## src/rtl/load_store_unit_pkg.sv

```systemverilog
// Shared encodings for the load/store unit: access sizes, FSM states and data width.
package load_store_unit_pkg;

   localparam int DATA_W = 32;

   localparam logic [1:0] SZ_BYTE = 2'b00;
   localparam logic [1:0] SZ_HALF = 2'b01;
   localparam logic [1:0] SZ_WORD = 2'b10;

   typedef enum logic [1:0] {
      S_IDLE = 2'd0,
      S_RD   = 2'd1,
      S_WR   = 2'd2,
      S_RESP = 2'd3
   } state_e;

endpackage

```

## src/rtl/load_store_unit_if.sv

```systemverilog
// Pipeline request/response channel plus word-wide data-memory port of the load/store unit.
interface load_store_unit_if #(
   parameter int ADDR_W = 6
);
   logic              req_valid;
   logic              req_ready;
   logic              req_we;
   logic [1:0]        req_size;
   logic              req_unsigned;
   logic [31:0]       req_addr;
   logic [31:0]       req_wdata;
   logic              resp_valid;
   logic              resp_ready;
   logic [31:0]       resp_rdata;
   logic              resp_err;
   logic [ADDR_W-1:0] mem_addr;
   logic [31:0]       mem_wdata;
   logic              mem_we;
   logic              mem_re;
   logic [31:0]       mem_rdata;

   // The unit itself: serves pipeline requests and drives the memory strobes.
   modport slave (
      input  req_valid, req_we, req_size, req_unsigned, req_addr, req_wdata,
      input  resp_ready, mem_rdata,
      output req_ready, resp_valid, resp_rdata, resp_err,
      output mem_addr, mem_wdata, mem_we, mem_re
   );

   // The surrounding pipeline stage and data memory.
   modport master (
      output req_valid, req_we, req_size, req_unsigned, req_addr, req_wdata,
      output resp_ready, mem_rdata,
      input  req_ready, resp_valid, resp_rdata, resp_err,
      input  mem_addr, mem_wdata, mem_we, mem_re
   );
endinterface

```

## src/rtl/load_store_unit_lane_align.sv

```systemverilog
// Byte-lane logic: sub-word load extraction with sign/zero extension, and store merge
// of new lanes into a previously read word (little-endian, lane 0 = bits [7:0]).
module lsu_lane_align
   import load_store_unit_pkg::*;
(
   input  logic [DATA_W-1:0] word_i,
   input  logic [DATA_W-1:0] wdata_i,
   input  logic [1:0]        off_i,
   input  logic [1:0]        size_i,
   input  logic              uns_i,
   output logic [DATA_W-1:0] load_o,
   output logic [DATA_W-1:0] merge_o
);
   logic [7:0]  byte_sel;
   logic [15:0] half_sel;

   always_comb begin
      byte_sel = word_i[{off_i, 3'b000} +: 8];
      half_sel = off_i[1] ? word_i[31:16] : word_i[15:0];
      case (size_i)
         SZ_BYTE: load_o = {{24{~uns_i & byte_sel[7]}}, byte_sel};
         SZ_HALF: load_o = {{16{~uns_i & half_sel[15]}}, half_sel};
         default: load_o = word_i;
      endcase
   end

   // Each lane either keeps the read word or takes the matching slice of store data.
   generate
      for (genvar gi = 0; gi < 4; gi++) begin : g_lane
         localparam logic [1:0] LANE = 2'(gi);
         logic       hit;
         logic [7:0] src;
         assign hit = (size_i == SZ_WORD)
                    | ((size_i == SZ_HALF) & (off_i[1] == LANE[1]))
                    | ((size_i == SZ_BYTE) & (off_i == LANE));
         assign src = (size_i == SZ_WORD) ? wdata_i[8*gi +: 8]
                    : (size_i == SZ_HALF) ? (LANE[0] ? wdata_i[15:8] : wdata_i[7:0])
                    : wdata_i[7:0];
         assign merge_o[8*gi +: 8] = hit ? src : word_i[8*gi +: 8];
      end
   endgenerate

endmodule

```

## src/rtl/load_store_unit.sv

```systemverilog
// Load/store unit between the MEM stage and a word-only data memory; sub-word stores use
// read-modify-write. Define LSU_BOUNDS_CHECK_EN to flag addresses beyond the memory as errors.
module load_store_unit
   import load_store_unit_pkg::*;
#(
   parameter int ADDR_W = 6
) (
   input logic              clk,
   input logic              rst,
   load_store_unit_if.slave bus
);
   state_e              state_q, state_d;
   logic                we_q, we_d;
   logic [1:0]          size_q, size_d;
   logic                uns_q, uns_d;
   logic [ADDR_W+1:0]   addr_q, addr_d;
   logic [DATA_W-1:0]   wdata_q, wdata_d;
   logic [DATA_W-1:0]   word_q, word_d;
   logic                err_q, err_d;
   logic                oob;
   logic                req_err;
   logic [DATA_W-1:0]   load_data;
   logic [DATA_W-1:0]   merge_data;

`ifdef LSU_BOUNDS_CHECK_EN
   assign oob = |bus.req_addr[31:ADDR_W+2];
`else
   logic unused_upper;
   assign oob          = 1'b0;
   assign unused_upper = ^bus.req_addr[31:ADDR_W+2];
`endif

   // Size is checked first, then alignment, then range.
   assign req_err = (bus.req_size == 2'b11)
                  | ((bus.req_size == SZ_HALF) & bus.req_addr[0])
                  | ((bus.req_size == SZ_WORD) & (bus.req_addr[1:0] != 2'b00))
                  | oob;

   lsu_lane_align u_align (
      .word_i  (word_q),
      .wdata_i (wdata_q),
      .off_i   (addr_q[1:0]),
      .size_i  (size_q),
      .uns_i   (uns_q),
      .load_o  (load_data),
      .merge_o (merge_data)
   );

   always_ff @(posedge clk) begin
      if (rst) begin
         state_q <= S_IDLE;
         we_q    <= 1'b0;
         size_q  <= SZ_BYTE;
         uns_q   <= 1'b0;
         addr_q  <= '0;
         wdata_q <= '0;
         word_q  <= '0;
         err_q   <= 1'b0;
      end else begin
         state_q <= state_d;
         we_q    <= we_d;
         size_q  <= size_d;
         uns_q   <= uns_d;
         addr_q  <= addr_d;
         wdata_q <= wdata_d;
         word_q  <= word_d;
         err_q   <= err_d;
      end
   end

   always_comb begin
      state_d = state_q;
      we_d    = we_q;
      size_d  = size_q;
      uns_d   = uns_q;
      addr_d  = addr_q;
      wdata_d = wdata_q;
      word_d  = word_q;
      err_d   = err_q;
      case (state_q)
         S_IDLE: begin
            if (bus.req_valid) begin
               we_d    = bus.req_we;
               size_d  = bus.req_size;
               uns_d   = bus.req_unsigned;
               addr_d  = bus.req_addr[ADDR_W+1:0];
               wdata_d = bus.req_wdata;
               err_d   = req_err;
               if (req_err)
                  state_d = S_RESP;
               else if (bus.req_we && bus.req_size == SZ_WORD)
                  state_d = S_WR;
               else
                  state_d = S_RD;
            end
         end
         S_RD: begin
            word_d  = bus.mem_rdata;
            state_d = we_q ? S_WR : S_RESP;
         end
         S_WR:    state_d = S_RESP;
         default: if (bus.resp_ready) state_d = S_IDLE;
      endcase
   end

   // Outputs depend only on state and the latched request.
   always_comb begin
      bus.req_ready  = (state_q == S_IDLE);
      bus.mem_re     = (state_q == S_RD);
      bus.mem_we     = (state_q == S_WR);
      bus.mem_addr   = '0;
      bus.mem_wdata  = '0;
      bus.resp_valid = (state_q == S_RESP);
      bus.resp_err   = (state_q == S_RESP) & err_q;
      bus.resp_rdata = '0;
      if (state_q == S_RD || state_q == S_WR)
         bus.mem_addr = addr_q[ADDR_W+1:2];
      if (state_q == S_WR)
         bus.mem_wdata = merge_data;
      if (state_q == S_RESP && !err_q && !we_q)
         bus.resp_rdata = load_data;
   end

endmodule

```

## src/flat_wrapper.sv

```systemverilog
// flat-port wrapper written by rule: the top's interface ports become plain ports
module load_store_unit_flat import load_store_unit_pkg::*;
#(
   parameter int ADDR_W = 6
)
  (clk, rst, bus_req_valid, bus_req_we, bus_req_size, bus_req_unsigned, bus_req_addr, bus_req_wdata, bus_resp_ready, bus_mem_rdata, bus_req_ready, bus_resp_valid, bus_resp_rdata, bus_resp_err, bus_mem_addr, bus_mem_wdata, bus_mem_we, bus_mem_re);
  load_store_unit_if #(.ADDR_W(ADDR_W)) bus_i ();
  input logic clk;
  input logic rst;
  input wire logic [$bits(bus_i.req_valid)-1:0] bus_req_valid;
  input wire logic [$bits(bus_i.req_we)-1:0] bus_req_we;
  input wire logic [$bits(bus_i.req_size)-1:0] bus_req_size;
  input wire logic [$bits(bus_i.req_unsigned)-1:0] bus_req_unsigned;
  input wire logic [$bits(bus_i.req_addr)-1:0] bus_req_addr;
  input wire logic [$bits(bus_i.req_wdata)-1:0] bus_req_wdata;
  input wire logic [$bits(bus_i.resp_ready)-1:0] bus_resp_ready;
  input wire logic [$bits(bus_i.mem_rdata)-1:0] bus_mem_rdata;
  output wire logic [$bits(bus_i.req_ready)-1:0] bus_req_ready;
  output wire logic [$bits(bus_i.resp_valid)-1:0] bus_resp_valid;
  output wire logic [$bits(bus_i.resp_rdata)-1:0] bus_resp_rdata;
  output wire logic [$bits(bus_i.resp_err)-1:0] bus_resp_err;
  output wire logic [$bits(bus_i.mem_addr)-1:0] bus_mem_addr;
  output wire logic [$bits(bus_i.mem_wdata)-1:0] bus_mem_wdata;
  output wire logic [$bits(bus_i.mem_we)-1:0] bus_mem_we;
  output wire logic [$bits(bus_i.mem_re)-1:0] bus_mem_re;
  assign bus_i.req_valid = bus_req_valid;
  assign bus_i.req_we = bus_req_we;
  assign bus_i.req_size = bus_req_size;
  assign bus_i.req_unsigned = bus_req_unsigned;
  assign bus_i.req_addr = bus_req_addr;
  assign bus_i.req_wdata = bus_req_wdata;
  assign bus_i.resp_ready = bus_resp_ready;
  assign bus_i.mem_rdata = bus_mem_rdata;
  assign bus_req_ready = bus_i.req_ready;
  assign bus_resp_valid = bus_i.resp_valid;
  assign bus_resp_rdata = bus_i.resp_rdata;
  assign bus_resp_err = bus_i.resp_err;
  assign bus_mem_addr = bus_i.mem_addr;
  assign bus_mem_wdata = bus_i.mem_wdata;
  assign bus_mem_we = bus_i.mem_we;
  assign bus_mem_re = bus_i.mem_re;
  load_store_unit #(.ADDR_W(ADDR_W)) u_core (.clk(clk), .rst(rst), .bus(bus_i));
endmodule
```

## config.mk

```make
export PLATFORM = sky130hd
export DESIGN_NAME = load_store_unit_flat
export DESIGN_NICKNAME = d
export VERILOG_FILES = /design/src/rtl/load_store_unit_pkg.sv /design/src/rtl/load_store_unit_if.sv /design/src/rtl/load_store_unit_lane_align.sv /design/src/rtl/load_store_unit.sv /design/src/flat_wrapper.sv
export SDC_FILE = /design/constraint.sdc
export NUM_CORES = 1
export LEC_CHECK = 0
export CAP_MARGIN = 20
export CORE_MARGIN = 2
export CORE_UTILIZATION = 40
export CTS_BUF_LIST = sky130_fd_sc_hd__clkbuf_4 sky130_fd_sc_hd__clkbuf_8
export DETAILED_ROUTE_END_ITERATION = 12
export PLACE_DENSITY = 0.75
export REMOVE_ABC_BUFFERS = 1
export SYNTH_ARGS = -nofsm -noshare
export SYNTH_HDL_FRONTEND = slang
export SYNTH_SLANG_ARGS = --single-unit
```

## constraint.sdc

```tcl
create_clock -name clk -period 5.6 [get_ports clk]
set_input_delay 1.12 -clock clk [delete_from_list [all_inputs] [get_ports clk]]
set_output_delay 1.12 -clock clk [all_outputs]
set_load 0.01 [all_outputs]
```

Yosys cells after proc, flatten, opt, wreduce, memory -nomap -nowiden
Cells that the tools add are included.
Widths: inputs -> output; s select.
{"block": "totals", "out_inout_bits": 75, "elab_cells": 74, "register_bits": 79, "input_bits": 104}
{"block": "op_classes", "bitwise": 21, "reduce_logical": 13, "muxes": 19, "n_shift": 1, "n_eq_ne": 12}
{"op": "$mux 32", "n": 2}
{"op": "$mux 8", "n": 8}
{"op": "$pmux 32 s2", "n": 1}
{"op": "$shiftx 32x6->8", "n": 1}
{"op": "$mux 16", "n": 1}
{"op": "$eq 2x2->1 const B", "n": 7}
{"op": "$and 1x1->1", "n": 11}
{"op": "$eq 2x1->1 const B", "n": 4}
{"op": "$mux 2", "n": 4}
{"op": "$or 1x1->1", "n": 8}
{"op": "$logic_not 2->1", "n": 3}
{"op": "$mux 6", "n": 1}
{"op": "$pmux 2 s3", "n": 1}
{"op": "$reduce_and 2->1", "n": 2}
{"op": "$reduce_bool 4->1", "n": 1}
{"op": "$logic_and 1x1->1", "n": 3}
{"op": "$logic_not 1->1", "n": 2}
{"op": "$ne 2x2->1 const B", "n": 1}
{"op": "$not 1->1", "n": 2}
{"op": "$reduce_bool 2->1", "n": 1}
{"op": "$logic_or 1x1->1", "n": 1}
{"op": "$mux 1", "n": 1}

Depth between registers and ports, before layout
Gate-level depths: netlist (run 1).
{"block": "depth", "ltp_word": 7, "depth_mapped": 7}

Cells and area by module
From an unflattened synthesis (run 1), not the netlist that was laid out.
{"block": "hier_totals", "cells_unflattened": 603, "hier_area_um2": 4813.4}
{"mod": "load_store_unit", "seq_area_each_um2": 1581.5, "area_each_um2": 3362.0, "instances": 1, "cells_per_inst": 402}
{"mod": "lsu_lane_align", "seq_area_each_um2": 0.0, "area_each_um2": 1451.4, "instances": 1, "cells_per_inst": 201}

Least setup slack after synthesis (run 1)
OpenSTA, ideal clock, no wires.
{"block": "synth_timing", "path_kind": "register -> output", "start": "register u_core.state_q[0]", "end": "output port bus_resp_rdata[0]", "n_path_buf": 1, "setup_slack_ps": 2907, "path_stages_with_launch": 6, "arrival_time_ps": 1573, "t_required_ps": 4480, "path_cell_list": "dfxtp_1 -> ha_1 -> nand2_1 -> clkbuf_1 -> nor2_1 -> a221o_1"}
{"block": "synth_between", "elab_chain_cells": 4}
{"element": "start: declaration", "line": "load_store_unit.sv:12", "source": "state_e state_q, state_d;"}
{"element": "start signal: assignment", "line": "load_store_unit.sv:60", "source": "state_q <= state_d;"}
{"element": "$eq 2x2->1"}
{"element": "named net bus_resp_valid", "line": "flat_wrapper.sv:19", "source": "output wire logic [$bits(bus_i.resp_valid)-1:0] bus_resp_valid;"}
{"element": "$logic_and 1x1->1 (2 in series)", "line": "load_store_unit.sv:120", "source": "if (state_q == S_RESP && !err_q && !we_q)"}
{"element": "$mux 32", "line": "load_store_unit.sv:120"}
{"element": "end: declaration", "line": "flat_wrapper.sv:20", "source": "output wire logic [$bits(bus_i.resp_rdata)-1:0] bus_resp_rdata;"}
The timed path passes the listed nets, and every way through them passes these cells.

Worst setup path in the final report (run 1)
{"block": "layout_timing", "start": "register u_core.size_q[1]", "end": "output port bus_mem_wdata[30]"}
{"block": "layout_between", "elab_chain_cells": 6, "elab_cells_between_ends": 11, "cone_classes": "eq/ne: 2; mux: 4; bitwise: 4; reduce/logical: 1"}
{"element": "start: declaration", "line": "load_store_unit.sv:14", "source": "logic [1:0] size_q, size_d;"}
{"element": "start signal: assignment", "line": "load_store_unit.sv:62", "source": "size_q <= size_d;"}
{"element": "$eq 2x1->1", "line": "load_store_unit_lane_align.sv:34, load_store_unit_lane_align.sv:37"}
{"element": "$and 1x1->1", "line": "load_store_unit_lane_align.sv:34", "source": "| ((size_i == SZ_HALF) & (off_i[1] == LANE[1]))"}
{"element": "$or 1x1->1", "line": "load_store_unit_lane_align.sv:34"}
{"element": "$or 1x1->1", "line": "load_store_unit_lane_align.sv:35", "source": "| ((size_i == SZ_BYTE) & (off_i == LANE));"}
{"element": "$mux 8 *", "line": "load_store_unit_lane_align.sv:39", "source": "assign merge_o[8*gi +: 8] = hit ? src : word_i[8*gi +: 8];"}
{"element": "$mux 32 *", "line": "load_store_unit.sv:118", "source": "if (state_q == S_WR)"}
{"element": "end: declaration", "line": "flat_wrapper.sv:23", "source": "output wire logic [$bits(bus_i.mem_wdata)-1:0] bus_mem_wdata;"}
Every way passes the cells marked *; elsewhere a longest branch is shown, timed or not.

==> summary.txt, run 1 <==
Buf+Inv Stages, Crit Path: 3
die area: 0.0117 sq mm
Initial Util: 0.405
clock power share: 0.220
Layout fillers: 1,006
worst r2r path cells: 5
multi-input logic area: 0.00254 sq mm
GP Congestion: 0.901
CTS tree: yes
total CTS buffers: 9
Core ar.: 0.0107 sq mm
switch share: 0.397
Int Pwr: 1.37 mW
dpl hpwl: 10,800 microns
Vias: 4,592
flops & latches, synth: 79
wire per inst: 17.9 microns
Crit. path cell count: 7
first-pass GRT wire length: 22,200 microns
Period Utilization, post-route: 0.817
post-synth cell types: 42
switching power: 0.902 mW
Clk Latency, worst-skew pair: 0.37 ns
# clock sinks: 79
Synth Instances: 557
DR vias/cell: 5.55
Synth Cell Area: 0.00435 sq mm
max cap viols: 0
delay-heaviest family, CP: buffers and inverters
highest-delay cell along the critical path: dfxtp_1
Post-CTS Resized: 0
Final Hold Viols: 0
fin nets: 792
ranking of synthesized cells by area: dfxtp_1, mux2i_1, nand2_1, a21oi_1, nor2_1
worst vdd ir: 0.189 mV
Tot GR Track Use: 0.246
Required @ worst endpoint: 4.48 ns
Setup TNS Final: 0 ns
Synth Area per Inst: 7.81 sq um
Iter 0 DRT Violations: 328
crit end category: primary output
fin crit period: 4.57 ns
Final Max Tran Viols: 0
crit path DAT: 3.45 ns
Congestion Overflow GR: 0
Pleak: 2.49 nW
Layout area overhead: 41.9%
Clock Path Buffers: 2
crit path kind: register to primary output
Hold WC Path Type: register to register
n_diodes: 0
Synth warnings: 0
Chip Width: 108 microns
DRC: 0
Clock Skews: 0.0108 ns
cts hold-fix bufs: 0
die height: 108 microns
top cell type's share of synthesized area: 0.363
largest net degree at the start of global routing: 48
RSZ-0062 raised after global routing: no
Clock Root Buffer: clkbuf_8
f_max: 0.219 GHz
Seq pwr share: 0.360
final setup vio count: 0
fraction of layout cells with a size suffix above 1: 0.0596
initial antenna violation count: 0
PwrDens: 368 mW/mm^2
sequential cell area: 0.00158 sq mm
CTS H-tree depth: 3
Combinational Power Share: 0.420
I/O Pins: 179
post-synth top area cell: dfxtp_1
setup bufs post-CTS: 0
ANT nets after route: 0
startpoint types: register
Clk pin slew, worst setup/hold paths: 0.09 ns
CP max stage delay: 0.84 ns
DRT Pass-1 Iters: 5
number of buffers added on ports: 154
final core utilization: 0.575
WHS Path Cells: 2
Worst-Margin Slew: 0.888 ns
Worst Path Max Fanout: 20
most used cell, CP: buf_4
status: finished clean
row count: 38
Rel. slew slack: 0.403
sequential fraction of the synthesis area: 0.363
CP cell instances: nand2b_1 -> buf_4 -> o31ai_2 -> buf_4 -> o221ai_1 -> a21oi_1 -> clkdlybuf4s50_1
vias in the first global route: 4,308
Routed WL: 14,800 microns
## cell type report
class	instances	share of cell area
multi-input cells	422	0.412
inverters	8	0.00486
clock buffers	10	0.0223
well taps	140	0.0284
clock inverters	6	0.0148
flip-flops and latches	79	0.256
repair buffers	163	0.262
## registers in the layout (all words and copies together), names as in the netlist
name	cells
u_core.addr_q	8
u_core.err_q	1
u_core.size_q	2
u_core.state_q	2
u_core.uns_q	1
u_core.wdata_q	32
u_core.we_q	1
u_core.word_q	32
## path summary, 6_finish.rpt
check / to / slack, ns / startpoint
min: u_core.wdata_q[22] / 0.46 / u_core.wdata_q[22]
min reg2reg: u_core.wdata_q[22] / 0.46 / u_core.wdata_q[22]
max: bus_mem_wdata[30] / 1.03 / u_core.size_q[1]
max reg2reg: u_core.state_q[1] / 3.57 / u_core.state_q[1]
## cells by family after synthesis
group | Yosys count | share of synthesized area
and+or+nand+nor | 213 | 0.209
AOI/OAI and AO/OA | 146 | 0.224
DFF | 79 | 0.363
muxes | 58 | 0.136
buffers and inverters | 56 | 0.0532
adders and majority gates | 5 | 0.0144
## layout by cell type (no fill, tap or decap), types with 2 or more instances in the layout
cell and count:
a21o_1 17, a21oi_1 72, a221o_1 8, a22o_1 7, a22oi_1 7, a311o_1 2, and2_1 11, buf_4 8
bufinv_16 2, clkbuf_8 10, clkdlybuf4s50_1 153, dfxtp_1 79, ha_1 4, inv_1 7, inv_6 2, mux2_2 9
mux2i_1 49, nand2_1 115, nand2b_1 4, nand3_1 14, nor2_1 53, nor2b_1 4, nor3_1 3, nor4_1 2
o211a_1 7, o21ai_1 2, o221ai_1 9, o22ai_1 8
## layer usage
| metal | share of wire | GRT usage | vias up |
|---|---|---|---|
| li1 | - | - | 2204 |
| met1 | 0.43 | 0.324 | 2171 |
| met2 | 0.49 | 0.416 | 195 |
| met3 | 0.071 | 0.0380 | 22 |
| met4 | 0.017 | 0.0733 | 0 |
| met5 | 0 | 0 | - |
## power groups by stage
stage	registers, mW	clock network [mW]	logic, mW
after global placement	0.814	0	0.919
final	0.818	0.499	0.955
after global routing	0.828	0.526	1.04
after detailed placement	0.824	0	0.939
after floorplan	0.767	0	0.608
after CTS	0.810	0.498	0.945
## worst min-delay path, cell delays in order (launching register included)
cell and delay, ns:
dfxtp_1 0.31, nand2_1 0.05, a21oi_1 0.05
## stage by stage
| stage | worst slack (ns) | cells | total power, mW | hold WS, ns | instance area (sq um) |
|---|---|---|---|---|---|
| CTS | 1.05 | 825 | 2.25 | 0.458 | 6140 |
| finish | 1.03 | 828 | 2.27 | 0.458 | 6170 |
| global placement | 1.50 | 809 | 1.73 | 0.438 | 5910 |
| floorplan | 2.30 | 509 | 1.38 | 0.426 | 4150 |
| global route | 0.807 | 828 | 2.40 | 0.484 | 6170 |
| detailed placement | 1.45 | 809 | 1.76 | 0.445 | 5910 |
## synth_stat cells
master and number:
nand4_1 1, a211oi_2 1, a31oi_1 1, buf_1 1, o31ai_1 1, nand2b_1 4, mux2i_1 49, a22o_1 7
nor4b_1 1, o221ai_1 9, o211a_1 7, nand2_1 115, o2bb2ai_1 1, o41ai_1 1, a21o_1 17, or4_1 1
and2_0 1, nor2_2 1, mux2_2 9, o211ai_1 1, nor4_1 2, a221o_1 8, inv_1 7, or3_1 1
buf_4 1, buf_2 14, o21ai_1 2, nor4_4 1, dfxtp_1 79, nor2b_1 4, nor2_1 53, a311o_1 2
a22oi_1 7, nor3_1 3, clkbuf_1 32, o31ai_2 1, inv_2 1, ha_1 5, o22ai_1 8, a21oi_1 72
nand3_1 14, and2_1 11
(Power assumes the default switching activity.)
==> run 2, diff against run 1 <==
--- a/config.mk
+++ b/config.mk
@@ -10,7 +10,7 @@
 export CORE_UTILIZATION = 40
 export CTS_BUF_LIST = sky130_fd_sc_hd__clkbuf_4 sky130_fd_sc_hd__clkbuf_8
 export DETAILED_ROUTE_END_ITERATION = 12
-export PLACE_DENSITY = 0.75
+export PLACE_DENSITY = 0.78
 export REMOVE_ABC_BUFFERS = 1
 export SYNTH_ARGS = -nofsm -noshare
 export SYNTH_HDL_FRONTEND = slang
==> constraint.sdc (replaced) <==
create_clock -name clk -period 3.8 [get_ports clk]
set_input_delay 0.76 -clock clk [delete_from_list [all_inputs] [get_ports clk]]
set_output_delay 0.76 -clock clk [all_outputs]
set_load 0.01 [all_outputs]
==> run 2 against run 1 <==
  * Total power is 47% higher
  * Global-route usage decreased by 0.37 points
  * Register-to-register slack worse by 2.0 ns
  * Core utilization increased by 0.33 points
  * Cell count rose by 0.60%
  * Non-clock buffer count grew 5
  * Sequential power up 45%
  * Sequential share of layout area shrank 0.14 points
  * Clock skew fell by 0.0030 ns
  * Sequential cell count unchanged
==> summary.txt, run 2 (synthesized netlist as in run 1, its figures left out) <==
wire per inst: 17.4 microns (was 17.9 microns)
Chip Width: 108 microns (unchanged)
worst reg2reg endpoint: u_core.state_q[1] (unchanged)
commonest non-fill, non-tap cell in the layout: clkdlybuf4s50_1 (unchanged)
f_max: 0.279 GHz
vias in the first global route: 4,209 (was 4,308)
DRC: 0 (unchanged)
DRT Pass-1 Iters: 6 (was 5)
row count: 38 (unchanged)
Critical Path End: bus_resp_rdata[15] (was bus_mem_wdata[30])
Worst Path Max Fanout: 14 (was 20)
die height: 108 microns (unchanged)
Congestion Overflow GR: 0 (unchanged)
r2r startpoint: u_core.state_q[0] (was u_core.state_q[1])
Clock Path Buffers: 2 (unchanged)
dpl hpwl: 10,700 microns (was 10,800 microns)
n_diodes: 0 (unchanged)
Pleak: 2.51 nW (was 2.49 nW)
Final Cell Area: 0.00621 sq mm (was 0.00617 sq mm)
RSZ-0062 raised after global routing: no (unchanged)
Clk Latency, worst-skew pair: 0.36 ns (was 0.37 ns)
PwrDens: 536 mW/mm^2 (was 368 mW/mm^2)
fin nets: 797 (was 792)
Largest regs: u_core.wdata_q: 32 flops, u_core.word_q: 32 flops, u_core.addr_q: 8 flops (unchanged)
setup bufs post-CTS: 0 (unchanged)
max cap viols: 0 (unchanged)
startpoint types: register (unchanged)
first-pass GRT wire length: 22,000 microns (was 22,200 microns)
Rel. slew slack: 0.435 (was 0.403)
worst vdd ir: 0.290 mV (was 0.189 mV)
Final Max Tran Viols: 0 (unchanged)
worst reg-to-reg setup slack: 1.55 ns (was 3.57 ns)
number of buffers added on ports: 154 (unchanged)
Worst-Margin Slew: 0.836 ns (was 0.888 ns)
crit path launch: u_core.addr_q[1] (was u_core.size_q[1])
Layout area overhead: 42.7% (was 41.9%)
Hold WC Path Type: register to register (unchanged)
initial antenna violation count: 0 (unchanged)
Post-DP Area: 0.00598 sq mm (was 0.00591 sq mm)
crit path DAT: 2.82 ns (was 3.45 ns)
Tot GR Track Use: 0.242 (was 0.246)
CTS H-tree depth: 3 (unchanged)
most frequent cells in the layout: clkdlybuf4s50_1, nand2_1, dfxtp_1, a21oi_1, nor2_1 (unchanged)
CTS tree: yes (unchanged)
fraction of layout cells with a size suffix above 1: 0.0664 (was 0.0596)
worst r2r path cells: 5 (unchanged)
total CTS buffers: 9 (unchanged)
cts hold-fix bufs: 0 (unchanged)
fin crit period: 3.58 ns
Vias: 4,532 (was 4,592)
largest net degree at the start of global routing: 47 (was 48)
crit path kind: register to primary output (unchanged)
status: finished clean (unchanged)
Clock Root Buffer: clkbuf_8 (unchanged)
Core ar.: 0.0107 sq mm (unchanged)
final setup vio count: 0 (unchanged)
DR vias/cell: 5.44 (was 5.55)
GP Congestion: 0.915 (was 0.901)
ANT nets after route: 0 (unchanged)
Setup TNS Final: 0 ns (unchanged)
Clk pin slew, worst setup/hold paths: 0.08 ns (was 0.09 ns)
crit end category: primary output (unchanged)
Iter 0 DRT Violations: 358 (was 328)
I/O Pins: 179 (unchanged)
Clock Skews: 0.00779 ns (was 0.0108 ns)
# clock sinks: 79 (unchanged)
Hold Slack: 0.455 ns (was 0.458 ns)
Initial Util: 0.405 (unchanged)
die area: 0.0117 sq mm (unchanged)
Final Hold Viols: 0 (unchanged)
Post-CTS Resized: 0 (unchanged)
Routed WL: 14,500 microns (was 14,800 microns)
Required @ worst endpoint: 3.04 ns (was 4.48 ns)
Period Utilization, post-route: 0.942
-- run 2: where the power goes --
group,total [mW],leakage [nW],switching [mW],internal (mW)
sequential,1.19,0.647,0.199,0.993
clock,0.713,0.113,0.318,0.395
combinational,1.43,1.75,0.784,0.642
total,3.33,2.51,1.30,2.03
-- run 2: worst max-delay path: stages (launching register included) --
cell and delay [ns]:
dfxtp_1 0.66, mux2_2 0.29, mux2i_1 0.09, or4_1 0.58, a211oi_2 0.25, clkdlybuf4s50_1 0.58
-- run 2: stage by stage --
stage	std cells	total power, mW	utilization	setup WS [ns]
final	833	3.33	0.578	0.222
after global routing	833	3.53	0.578	0.132
after CTS	833	3.33	0.578	0.252
after detailed placement	817	2.62	0.557	0.653
after global placement	817	2.59	0.557	0.685
after floorplan	509	2.03	-	0.860
-- run 2: area by class of cell --
cell class	count	area, sq um
fill	987	4540
multi-input combinational	422	2540
timing repair buffer	168	1650
sequential	79	1580
tap	140	175
clock buffer	11	145
clock inverter	5	81.3
inverter	8	30.0
-- run 2: layer usage --
layer	routed length, microns	vias to the layer above	global-route usage	share of wire
met1	6490	2131	0.328	0.45
met3	1020	21	0.0350	0.071
met2	6680	173	0.395	0.46
met5	0	-	0	0
met4	283	0	0.0833	0.020
li1	-	2207	-	-
-- run 2: how the worst min path moves through the flow --
stage / from / to / slack, ns / depth (start not counted)
finish: u_core.addr_q[4] / u_core.addr_q[4] / 0.45 / 2
global route: u_core.addr_q[4] / u_core.addr_q[4] / 0.48 / 2
CTS: u_core.addr_q[4] / u_core.addr_q[4] / 0.46 / 2
detailed placement: u_core.addr_q[4] / u_core.addr_q[4] / 0.45 / 2
global placement: u_core.addr_q[5] / u_core.addr_q[5] / 0.44 / 2
floorplan: u_core.addr_q[2] / u_core.addr_q[2] / 0.43 / 2
